File: config.mk
export PLATFORM = sky130hd
export DESIGN_NAME = vga_timing_gen_flat
export DESIGN_NICKNAME = d
export VERILOG_FILES = /design/src/rtl/vga_timing_if.sv /design/src/rtl/vga_timing_gen.sv /design/src/flat_wrapper.sv
export SDC_FILE = /design/constraint.sdc
export NUM_CORES = 1
export LEC_CHECK = 0
export CORE_AREA = 2 2 62 70
export CTS_BUF_LIST = sky130_fd_sc_hd__clkbuf_4
export CTS_CLUSTER_DIAMETER = 120
export DETAILED_ROUTE_END_ITERATION = 8
export DIE_AREA = 0 0 64 72
export PLACE_DENSITY = 0.74
export SYNTH_ARGS = -nofsm -noshare
export SYNTH_HDL_FRONTEND = slang
export SYNTH_SLANG_ARGS = --single-unit
export TNS_END_PERCENT = 50
File: constraint.sdc
create_clock -name clk -period 2.9 [get_ports clk]
set_clock_uncertainty 0.2 [all_clocks]
set_input_delay 0.29 -clock clk [delete_from_list [all_inputs] [get_ports clk]]
set_output_delay 0.29 -clock clk [all_outputs]
set_load 0.02 [all_outputs]
File: src/rtl/vga_timing_if.sv
// Raster timing bundle from the VGA timing generator to the pixel/bit generators.
interface vga_timing_if;
    localparam int unsigned CNT_W = 10;

    logic             pix_en;
    logic [CNT_W-1:0] hcount;
    logic [CNT_W-1:0] vcount;
    logic             hsync;
    logic             vsync;
    logic             bright;
    logic             frame_start;

    modport master (
        output pix_en, hcount, vcount, hsync, vsync, bright, frame_start
    );

    modport slave (
        input  pix_en, hcount, vcount, hsync, vsync, bright, frame_start
    );
endinterface

File: src/rtl/vga_timing_gen.sv
// 640x480@60Hz VGA timing: pixel-rate enable, raster counters, active-low syncs,
// visible-window flag and a per-frame start pulse, all registered.
module vga_timing_gen #(
    parameter int unsigned CLK_DIV  = 2,
    parameter int unsigned H_SYNC   = 96,
    parameter int unsigned H_BP     = 48,
    parameter int unsigned H_ACTIVE = 640,
    parameter int unsigned H_FP     = 16,
    parameter int unsigned V_SYNC   = 2,
    parameter int unsigned V_BP     = 33,
    parameter int unsigned V_ACTIVE = 480,
    parameter int unsigned V_FP     = 10
) (
    input  logic                clk,
    input  logic                reset,
    vga_timing_if.master        vga_o
);
    localparam int unsigned CNT_W    = 10;
    localparam int unsigned H_TOTAL  = H_SYNC + H_BP + H_ACTIVE + H_FP;
    localparam int unsigned V_TOTAL  = V_SYNC + V_BP + V_ACTIVE + V_FP;
    localparam int unsigned H_VIS_LO = H_SYNC + H_BP;
    localparam int unsigned H_VIS_HI = H_VIS_LO + H_ACTIVE;
    localparam int unsigned V_VIS_LO = V_SYNC + V_BP;
    localparam int unsigned V_VIS_HI = V_VIS_LO + V_ACTIVE;
    localparam int unsigned DIV_W    = (CLK_DIV > 1) ? $clog2(CLK_DIV) : 1;

    localparam logic [DIV_W-1:0] DIV_LAST   = DIV_W'(CLK_DIV - 1);
    localparam logic [CNT_W-1:0] H_LAST     = CNT_W'(H_TOTAL - 1);
    localparam logic [CNT_W-1:0] V_LAST     = CNT_W'(V_TOTAL - 1);
    localparam logic             PIX_EN_RST = (CLK_DIV == 1);

    if (H_TOTAL > 1024 || V_TOTAL > 1024 || CLK_DIV < 1) begin : g_param_err
        $error("vga_timing_gen: H_TOTAL/V_TOTAL must be <= 1024 and CLK_DIV >= 1");
    end

    logic [DIV_W-1:0] div_cnt_q, div_cnt_d;
    logic [CNT_W-1:0] hcount_q, hcount_d;
    logic [CNT_W-1:0] vcount_q, vcount_d;
    logic             pix_en_q, pix_en_d;
    logic             hsync_q, hsync_d;
    logic             vsync_q, vsync_d;
    logic             bright_q, bright_d;
    logic             frame_start_q, frame_start_d;

    // Decodes use the next-state counts so each flag lines up with the count it describes.
    always_comb begin
        div_cnt_d = div_cnt_q + DIV_W'(1);
        hcount_d  = hcount_q;
        vcount_d  = vcount_q;

        if (div_cnt_q == DIV_LAST) begin
            div_cnt_d = '0;
        end

        if (pix_en_q) begin
            if (hcount_q == H_LAST) begin
                hcount_d = '0;
                vcount_d = (vcount_q == V_LAST) ? '0 : vcount_q + CNT_W'(1);
            end else begin
                hcount_d = hcount_q + CNT_W'(1);
            end
        end

        pix_en_d      = (div_cnt_d == DIV_LAST);
        hsync_d       = (hcount_d >= CNT_W'(H_SYNC));
        vsync_d       = (vcount_d >= CNT_W'(V_SYNC));
        bright_d      = ({1'b0, hcount_d} >= (CNT_W+1)'(H_VIS_LO)) &&
                        ({1'b0, hcount_d} <  (CNT_W+1)'(H_VIS_HI)) &&
                        ({1'b0, vcount_d} >= (CNT_W+1)'(V_VIS_LO)) &&
                        ({1'b0, vcount_d} <  (CNT_W+1)'(V_VIS_HI));
        frame_start_d = pix_en_d && (hcount_d == '0) && (vcount_d == '0);
    end

    always_ff @(posedge clk or posedge reset) begin
        if (reset) begin
            div_cnt_q     <= '0;
            hcount_q      <= '0;
            vcount_q      <= '0;
            pix_en_q      <= PIX_EN_RST;
            hsync_q       <= 1'b0;
            vsync_q       <= 1'b0;
            bright_q      <= 1'b0;
            frame_start_q <= 1'b0;
        end else begin
            div_cnt_q     <= div_cnt_d;
            hcount_q      <= hcount_d;
            vcount_q      <= vcount_d;
            pix_en_q      <= pix_en_d;
            hsync_q       <= hsync_d;
            vsync_q       <= vsync_d;
            bright_q      <= bright_d;
            frame_start_q <= frame_start_d;
        end
    end

    assign vga_o.pix_en      = pix_en_q;
    assign vga_o.hcount      = hcount_q;
    assign vga_o.vcount      = vcount_q;
    assign vga_o.hsync       = hsync_q;
    assign vga_o.vsync       = vsync_q;
    assign vga_o.bright      = bright_q;
    assign vga_o.frame_start = frame_start_q;
endmodule

File: src/flat_wrapper.sv
// flat-port wrapper written by rule: the top's interface ports become plain ports
module vga_timing_gen_flat 
#(
    parameter int unsigned CLK_DIV  = 2,
    parameter int unsigned H_SYNC   = 96,
    parameter int unsigned H_BP     = 48,
    parameter int unsigned H_ACTIVE = 640,
    parameter int unsigned H_FP     = 16,
    parameter int unsigned V_SYNC   = 2,
    parameter int unsigned V_BP     = 33,
    parameter int unsigned V_ACTIVE = 480,
    parameter int unsigned V_FP     = 10
)
  (clk, reset, vga_o_pix_en, vga_o_hcount, vga_o_vcount, vga_o_hsync, vga_o_vsync, vga_o_bright, vga_o_frame_start);
  vga_timing_if vga_o_i ();
  input  logic clk;
  input  logic reset;
  output wire logic [$bits(vga_o_i.pix_en)-1:0] vga_o_pix_en;
  output wire logic [$bits(vga_o_i.hcount)-1:0] vga_o_hcount;
  output wire logic [$bits(vga_o_i.vcount)-1:0] vga_o_vcount;
  output wire logic [$bits(vga_o_i.hsync)-1:0] vga_o_hsync;
  output wire logic [$bits(vga_o_i.vsync)-1:0] vga_o_vsync;
  output wire logic [$bits(vga_o_i.bright)-1:0] vga_o_bright;
  output wire logic [$bits(vga_o_i.frame_start)-1:0] vga_o_frame_start;
  assign vga_o_pix_en = vga_o_i.pix_en;
  assign vga_o_hcount = vga_o_i.hcount;
  assign vga_o_vcount = vga_o_i.vcount;
  assign vga_o_hsync = vga_o_i.hsync;
  assign vga_o_vsync = vga_o_i.vsync;
  assign vga_o_bright = vga_o_i.bright;
  assign vga_o_frame_start = vga_o_i.frame_start;
  vga_timing_gen #(.CLK_DIV(CLK_DIV), .H_SYNC(H_SYNC), .H_BP(H_BP), .H_ACTIVE(H_ACTIVE), .H_FP(H_FP), .V_SYNC(V_SYNC), .V_BP(V_BP), .V_ACTIVE(V_ACTIVE), .V_FP(V_FP)) u_core (.clk(clk), .reset(reset), .vga_o(vga_o_i));
endmodule
After elaboration in Yosys (flattened, before gate mapping)
Index checks and enable logic that the tools add are counted.
{"block": "classes", "addsub": 3, "magnitude_cmp": 6, "n_eq_ne": 2, "n_mux": 6, "reduce_logical": 7}
{"operator": "10-bit 2-to-1 mux", "count": 5}
{"operator": "10-bit by 1-bit adder with 10-bit output (second input constant)", "count": 2}
{"operator": "10-bit equality test (second input constant)", "count": 2}
{"operator": "10-bit zero test", "count": 2}
{"operator": "10-bit < comparator (second input constant)", "count": 2}
{"operator": "10-bit by 2-bit >= comparator with 1-bit output (second input constant)", "count": 1}
{"operator": "10-bit by 6-bit >= comparator with 1-bit output (second input constant)", "count": 1}
{"operator": "10-bit by 7-bit >= comparator with 1-bit output (second input constant)", "count": 1}
{"operator": "10-bit by 8-bit >= comparator with 1-bit output (second input constant)", "count": 1}
{"operator": "1-bit logical AND", "count": 5}
{"operator": "1-bit adder (second input constant)", "count": 1}
{"operator": "1-bit 2-to-1 mux", "count": 1}
{"block": "word_totals", "ff_bits": 25, "inputBits": 2}

Logic depth before layout (Yosys ltp)
{"block": "depth", "depth_word": 7, "depth_mapped": 9, "ltp_nobuf": 8}

Worst setup path before layout
OpenSTA, ideal clock, no wires.
{"block": "synth_path", "kind": "register to register", "from": "register u_core.hcount_q[0], in the netlist u_core.vga_o.hcount[0]", "to": "register u_core.bright_q, in the netlist u_core.vga_o.bright", "t_arrival_ns": 2.270, "required_ns": 2.623, "setup_slack_ns": 0.352, "path_stages_with_launch": 9, "path_buffers": 1, "period_less_slack_ns": 2.548, "path_cell_list": "dfrtp_1 ha_1 and3_1 clkbuf_1 nand3_2 o31ai_4 o311ai_1 or4b_1 a21oi_1"}
{"block": "synth_via", "elab_chain_cells": 7, "word_cells_on_any_way": 13}
{"item": "start, declared", "line_no": "vga_timing_gen.sv:37", "rtl": "logic [CNT_W-1:0] hcount_q, hcount_d;"}
{"item": "start signal, assigned", "line_no": "vga_timing_gen.sv:86", "rtl": "hcount_q <= hcount_d;"}
{"item": "10-bit by 1-bit adder with 10-bit output or 10-bit equality test (tied branches)", "line_no": "vga_timing_gen.sv:60, vga_timing_gen.sv:56"}
{"item": "10-bit 2-to-1 mux", "line_no": "vga_timing_gen.sv:56", "rtl": "if (hcount_q == H_LAST) begin"}
{"item": "10-bit 2-to-1 mux", "line_no": "vga_timing_gen.sv:55", "rtl": "if (pix_en_q) begin"}
{"item": "10-bit by 8-bit >= comparator with 1-bit output or 10-bit < comparator (tied branches)", "line_no": "vga_timing_gen.sv:67, vga_timing_gen.sv:68"}
{"item": "1-bit logical AND", "line_no": "vga_timing_gen.sv:67", "rtl": "bright_d = ({1'b0, hcount_d} >= (CNT_W+1)'(H_VIS_LO)) &&"}
{"item": "1-bit logical AND", "line_no": "vga_timing_gen.sv:68", "rtl": "({1'b0, hcount_d} < (CNT_W+1)'(H_VIS_HI)) &&"}
{"item": "1-bit logical AND (*)", "line_no": "vga_timing_gen.sv:69", "rtl": "({1'b0, vcount_d} >= (CNT_W+1)'(V_VIS_LO)) &&"}
{"item": "via u_core.bright_d", "line_no": "vga_timing_gen.sv:42", "rtl": "logic bright_q, bright_d;"}
{"item": "end signal, assigned", "line_no": "vga_timing_gen.sv:91", "rtl": "bright_q <= bright_d;"}
{"item": "end, declared", "line_no": "vga_timing_gen.sv:42"}
The timed path passes the listed nets; every way through them passes the cells marked *.

Worst setup path after layout
{"block": "layout_path", "from": "register u_core.hcount_q[6], in the netlist u_core.vga_o.hcount[6]", "to": "register u_core.bright_q, in the netlist u_core.vga_o.bright"}
Same word-level chain as after synthesis.

==> results.md <==
- The flow ran to the end, and the final reports show no timing, DRC or antenna violations.
- The number of resized instances in the post-cts repair step is 0.
- For this block, wires on met1 add up to 1.60 mm.
- Setup repair after global routing left no endpoint under its margin.
- The CTS clock-pin slew for the worst setup and hold paths is around 0.13 ns.
- The overall routed net length is 3.48 mm.
- Summed over all failing endpoints, the final setup total negative slack is 0 ns.
- The endpoint kind of the worst setup timing path is a flip-flop.
- Summing the areas of all fa, ha and maj instances in the mapped netlist gives roughly 2.4% of the synthesized area.
- In this run the power density over the cells is about 280 nW/µm².
- The all-layer global routing usage is between 10% and 20%.
- The average vias per placed instance is 5.70.
- In this design, the largest share of critical-path delay is due to simple AND/OR/NAND/NOR gates.
- The die boundary height is 72 µm.
- The number of sinks driven by the clock tree is 25.
- The clock tree root buffer cell is sky130_fd_sc_hd__clkbuf_4.
- The via count of the first global-routing pass is approximately 1,300.
- Wire segments on met2 add up to approximately 1.7 mm in the final route.
- The simple-gate share of the synthesized area is between 20% and 30%.
- The clock latency of the later-clocked register in the worst-skew pair is 0.31 ns.
- The number of clock buffers inserted by TritonCTS is 3.
- The number of antenna diodes in the final layout is 0.
- The fraction of synthesized cell area in xor and xnor cells is roughly 7.3%.
- Setup violations remaining at the end of the flow were counted as 0.
- The share of the Yosys chip area taken by registers is 39.9%.
- Combinational logic is responsible for 1.7% of the overall power.
- In this run the number of H-tree levels came out at 1.
- The number of core rows is 24.
- The layout net count is ~190.
- Registers take about 630 µm².
- The tightest min-delay check is of the in -> async type.
- STA classifies the critical path startpoint as a flip-flop.
- The fmax is around 360 MHz.
- Across the run, the number of max-cap violations was 0.
- Of all nets on the critical path, the largest fanout is 8.
- Measured along the x axis, the die boundary spans 64 µm.
- Counting along the longest clock path gives a buffer depth of 2.
- The routed layout has 1,368 vias.
- TritonCTS built the clock tree.
- The switching power summed over all nets is slightly above 100 µW.
- The mean cell area of the mapped netlist is just under 10 µm².
- Cells with a size suffix above 1 make up between 10% and 20% of the layout.
- Entering global routing, the biggest net connects 26 pins.
- In the finished design, the share of the clock period the worst path needs comes to 94.5%.
- Sequential cells account for between 60% and 70% of the total power.
- The slowest stage of the critical path is the sky130_fd_sc_hd__or4b_1 cell.
- After global routing the overflow that remains totals 0.
- Multiplexer cells account for between 1.5 and 2% of the synthesized area.
- The synthesized design contains 0 enable-type register cells.
- Yosys mapped the design onto 51 distinct sky130hd cell types.
- The clock power share is a little under a third.
- Detailed placement ended at an HPWL of around 2.6 mm.
- The first global-routing pass estimated around 6.1 mm of wire.
- The initial cell density of the core is roughly two fifths.
- Across the VDD grid, the largest voltage drop is approximately 0.00015 V.
- The number of I/O port buffers is 26.
- Data on the critical path is required at its endpoint by just under 3 ns.
- Internal power comes to just over 400 µW.
- Summing every instance area after synthesis gives ~1600 µm².
- The top layer used by detailed routing is met4.
- The most common cell in the synthesized netlist is sky130_fd_sc_hd__dfrtp_1.
- After detailed routing, the number of remaining DRC violations is 0.
- The area fraction of the dominant cell type after synthesis is 39.9%.
- During I/O placement, the number of pins put on the boundary was 27.
- The leakage power of the design is about 0.00075 µW.
- Hold repair after CTS inserted 0 buffers.
- Dividing the detail-routed wire length by the instance count gives 14.5 µm.
- Ranked by instance count, the synthesized netlist is headed by 25 x sky130_fd_sc_hd__dfrtp_1, 15 x sky130_fd_sc_hd__nand2_1, 11 x sky130_fd_sc_hd__nor3_1.
- The area growth from synthesis to layout is 19.6%.
- The number of buffer and inverter instances along the worst setup path is 0.
- The utilization of the core after routing is about 48%.
- The post-CTS setup-driven buffer insertion count is 0.
- Once detail routing completed, the nets flagged for antenna violations numbered 0.
- The number of instances in the synthesized netlist is roughly 160.
- In this run, the number of DRC markers left after iteration 0 of detailed routing was 113.
- For the pin with the worst max-slew slack, the measured transition is around 0.5 ns.
- The type of the worst setup path is reg -> reg.
- In the synthesized netlist the dominant register cell turns out to be sky130_fd_sc_hd__dfrtp_1.
- Summed over all instances, the cell type with the most area after synthesis is sky130_fd_sc_hd__dfrtp_1.
- By area, the combinational part of the netlist is dominated by simple AND/OR/NAND/NOR gates.
- The first detailed-routing pass took 4 iterations.
- The multi-input combinational cells in the finished layout cover a total of roughly 810 µm².
- The area fraction in compound gates after synthesis is 14.1%.
- The initial antenna violation count is 0.
- Counting flops with an async set or reset pin after synthesis yields a share of 100%.
- The final-report hold violation count is 0.
- The die covers ~4600 µm².
- The synthesized netlist net count is 166.
- The worst hold slack is about 0.12 ns.
- In this run switching power makes up roughly 20% of total power.
- Sorting the synthesized cells by area gives the leading types as sky130_fd_sc_hd__dfrtp_1 40%, sky130_fd_sc_hd__xnor2_1 5.6%, sky130_fd_sc_hd__nand2_1 3.6%.
- Traced cell by cell, the critical path runs through nor3b_1 -> nand3_2 -> o31ai_1 -> a22oi_1 -> or4b_1 -> a21oi_1.
- The maximum single-stage delay on the critical path is around 0.50 ns.
- Synthesis inferred 25 register bits.
- The number of synthesis warnings is 0.
- The max-slew violation count came to 0.
- The layout has approximately 390 filler cells.
- STA puts the critical path data arrival time at between 2 and 3 ns.
- The length of routed met3 wiring is 140 µm.
- The minimum clock period after layout is approximately 2.7 ns.
- The relative slew slack is approximately two thirds.
- The floorplan step defined a core boundary enclosing slightly below 4000 µm².
- The last weighted congestion value of the routability-driven placer is between 0.9 and 1.
[path summary, 6_finish.rpt]
kind	depth (start not counted)	slack [ns]	startpoint	endpoint
setup / recovery	6	0.16	u_core.vga_o.hcount[6]$_DFF_PP0_	u_core.vga_o.bright$_DFF_PP0_
hold / removal	3	0.12	reset	u_core.vga_o.vcount[9]$_DFF_PP0_
setup reg to reg	6	0.16	u_core.vga_o.hcount[6]$_DFF_PP0_	u_core.vga_o.bright$_DFF_PP0_
max in group asynchronous	3	2.14	reset	u_core.vga_o.vcount[0]$_DFF_PP0_
min in group clk	1	0.38	u_core.vga_o.vcount[8]$_DFF_PP0_	u_core.vga_o.vcount[8]$_DFF_PP0_
hold reg to reg	1	0.38	u_core.vga_o.vcount[8]$_DFF_PP0_	u_core.vga_o.vcount[8]$_DFF_PP0_
[power groups by stage]
stage	sequential, µW	combinational [µW]	clock [µW]
floorplan	355	5.18	0
global placement	355	9.48	0
detailed placement	355	9.57	0
CTS	349	9.59	171
global route	349	10.5	185
finish	349	8.96	160
[per-layer routing]
metal,vias to the layer above,track usage [%]
met5,-,0
met4,0,7.00
met3,6,2.33
met2,34,26.6
met1,680,22.4
li1,648,-
[worst reg2reg max path, stage by stage (launching register included)]
cell and delay [ns]:
sky130_fd_sc_hd__dfrtp_1 0.49, sky130_fd_sc_hd__nor3b_1 0.48, sky130_fd_sc_hd__nand3_2 0.31, sky130_fd_sc_hd__o31ai_1 0.38
sky130_fd_sc_hd__a22oi_1 0.13, sky130_fd_sc_hd__or4b_1 0.50, sky130_fd_sc_hd__a21oi_1 0.18
[sequential cells by signal, summed over array words and instances, names as in the netlist]
signal / count
u_core.vga_o.hcount: 10
u_core.vga_o.bright: 1
u_core.vga_o.vcount: 10
u_core.vga_o.vsync: 1
u_core.vga_o.frame_start: 1
u_core.div_cnt_q: 1
u_core.vga_o.hsync: 1
[kinds of logic (layout without fill, tap and decap cells)]
logic type,after synthesis,after routing
xor+xnor,13,13
mux,3,3
compound gates,29,29
buf+inv,20,47
flops,25,25
simple gates,68,68
fa+ha+maj,3,3
[metrics by stage]
step | area [µm²] | power, µW | instances | worst slack [ns]
floorplan | 1570 | 360 | 161 | 0.352
global placement | 1850 | 365 | 236 | 0.318
detailed placement | 1850 | 365 | 236 | 0.239
CTS | 1880 | 529 | 240 | 0.206
global route | 1880 | 544 | 240 | 0.0110
finish | 1880 | 517 | 240 | 0.158
[cell type report]
| class | instances | share of cell area [%] |
|---|---|---|
| inverters | 10 | 2.00 |
| multi-input cells | 116 | 42.9 |
| repair buffers | 33 | 16.7 |
| clock buffers | 4 | 1.60 |
| well taps | 52 | 3.47 |
| flip-flops and latches | 25 | 33.3 |
[layout by cell type, fill, tap and decap left out, types with 2 or more instances in the layout]
cell,n
sky130_fd_sc_hd__a31oi_1,2
sky130_fd_sc_hd__and4_1,4
sky130_fd_sc_hd__buf_4,7
sky130_fd_sc_hd__clkbuf_4,4
sky130_fd_sc_hd__clkdlybuf4s50_1,26
sky130_fd_sc_hd__dfrtp_1,25
sky130_fd_sc_hd__ha_1,3
sky130_fd_sc_hd__inv_1,10
sky130_fd_sc_hd__mux2i_1,2
sky130_fd_sc_hd__nand2_1,15
sky130_fd_sc_hd__nand3_1,4
sky130_fd_sc_hd__nand4_1,8
sky130_fd_sc_hd__nand4b_1,2
sky130_fd_sc_hd__nor2_1,9
sky130_fd_sc_hd__nor3_1,11
sky130_fd_sc_hd__nor4_1,2
sky130_fd_sc_hd__o21ai_0,7
sky130_fd_sc_hd__o31ai_1,5
sky130_fd_sc_hd__xnor2_1,10
sky130_fd_sc_hd__xor2_1,3
(Power assumes the default switching activity.)
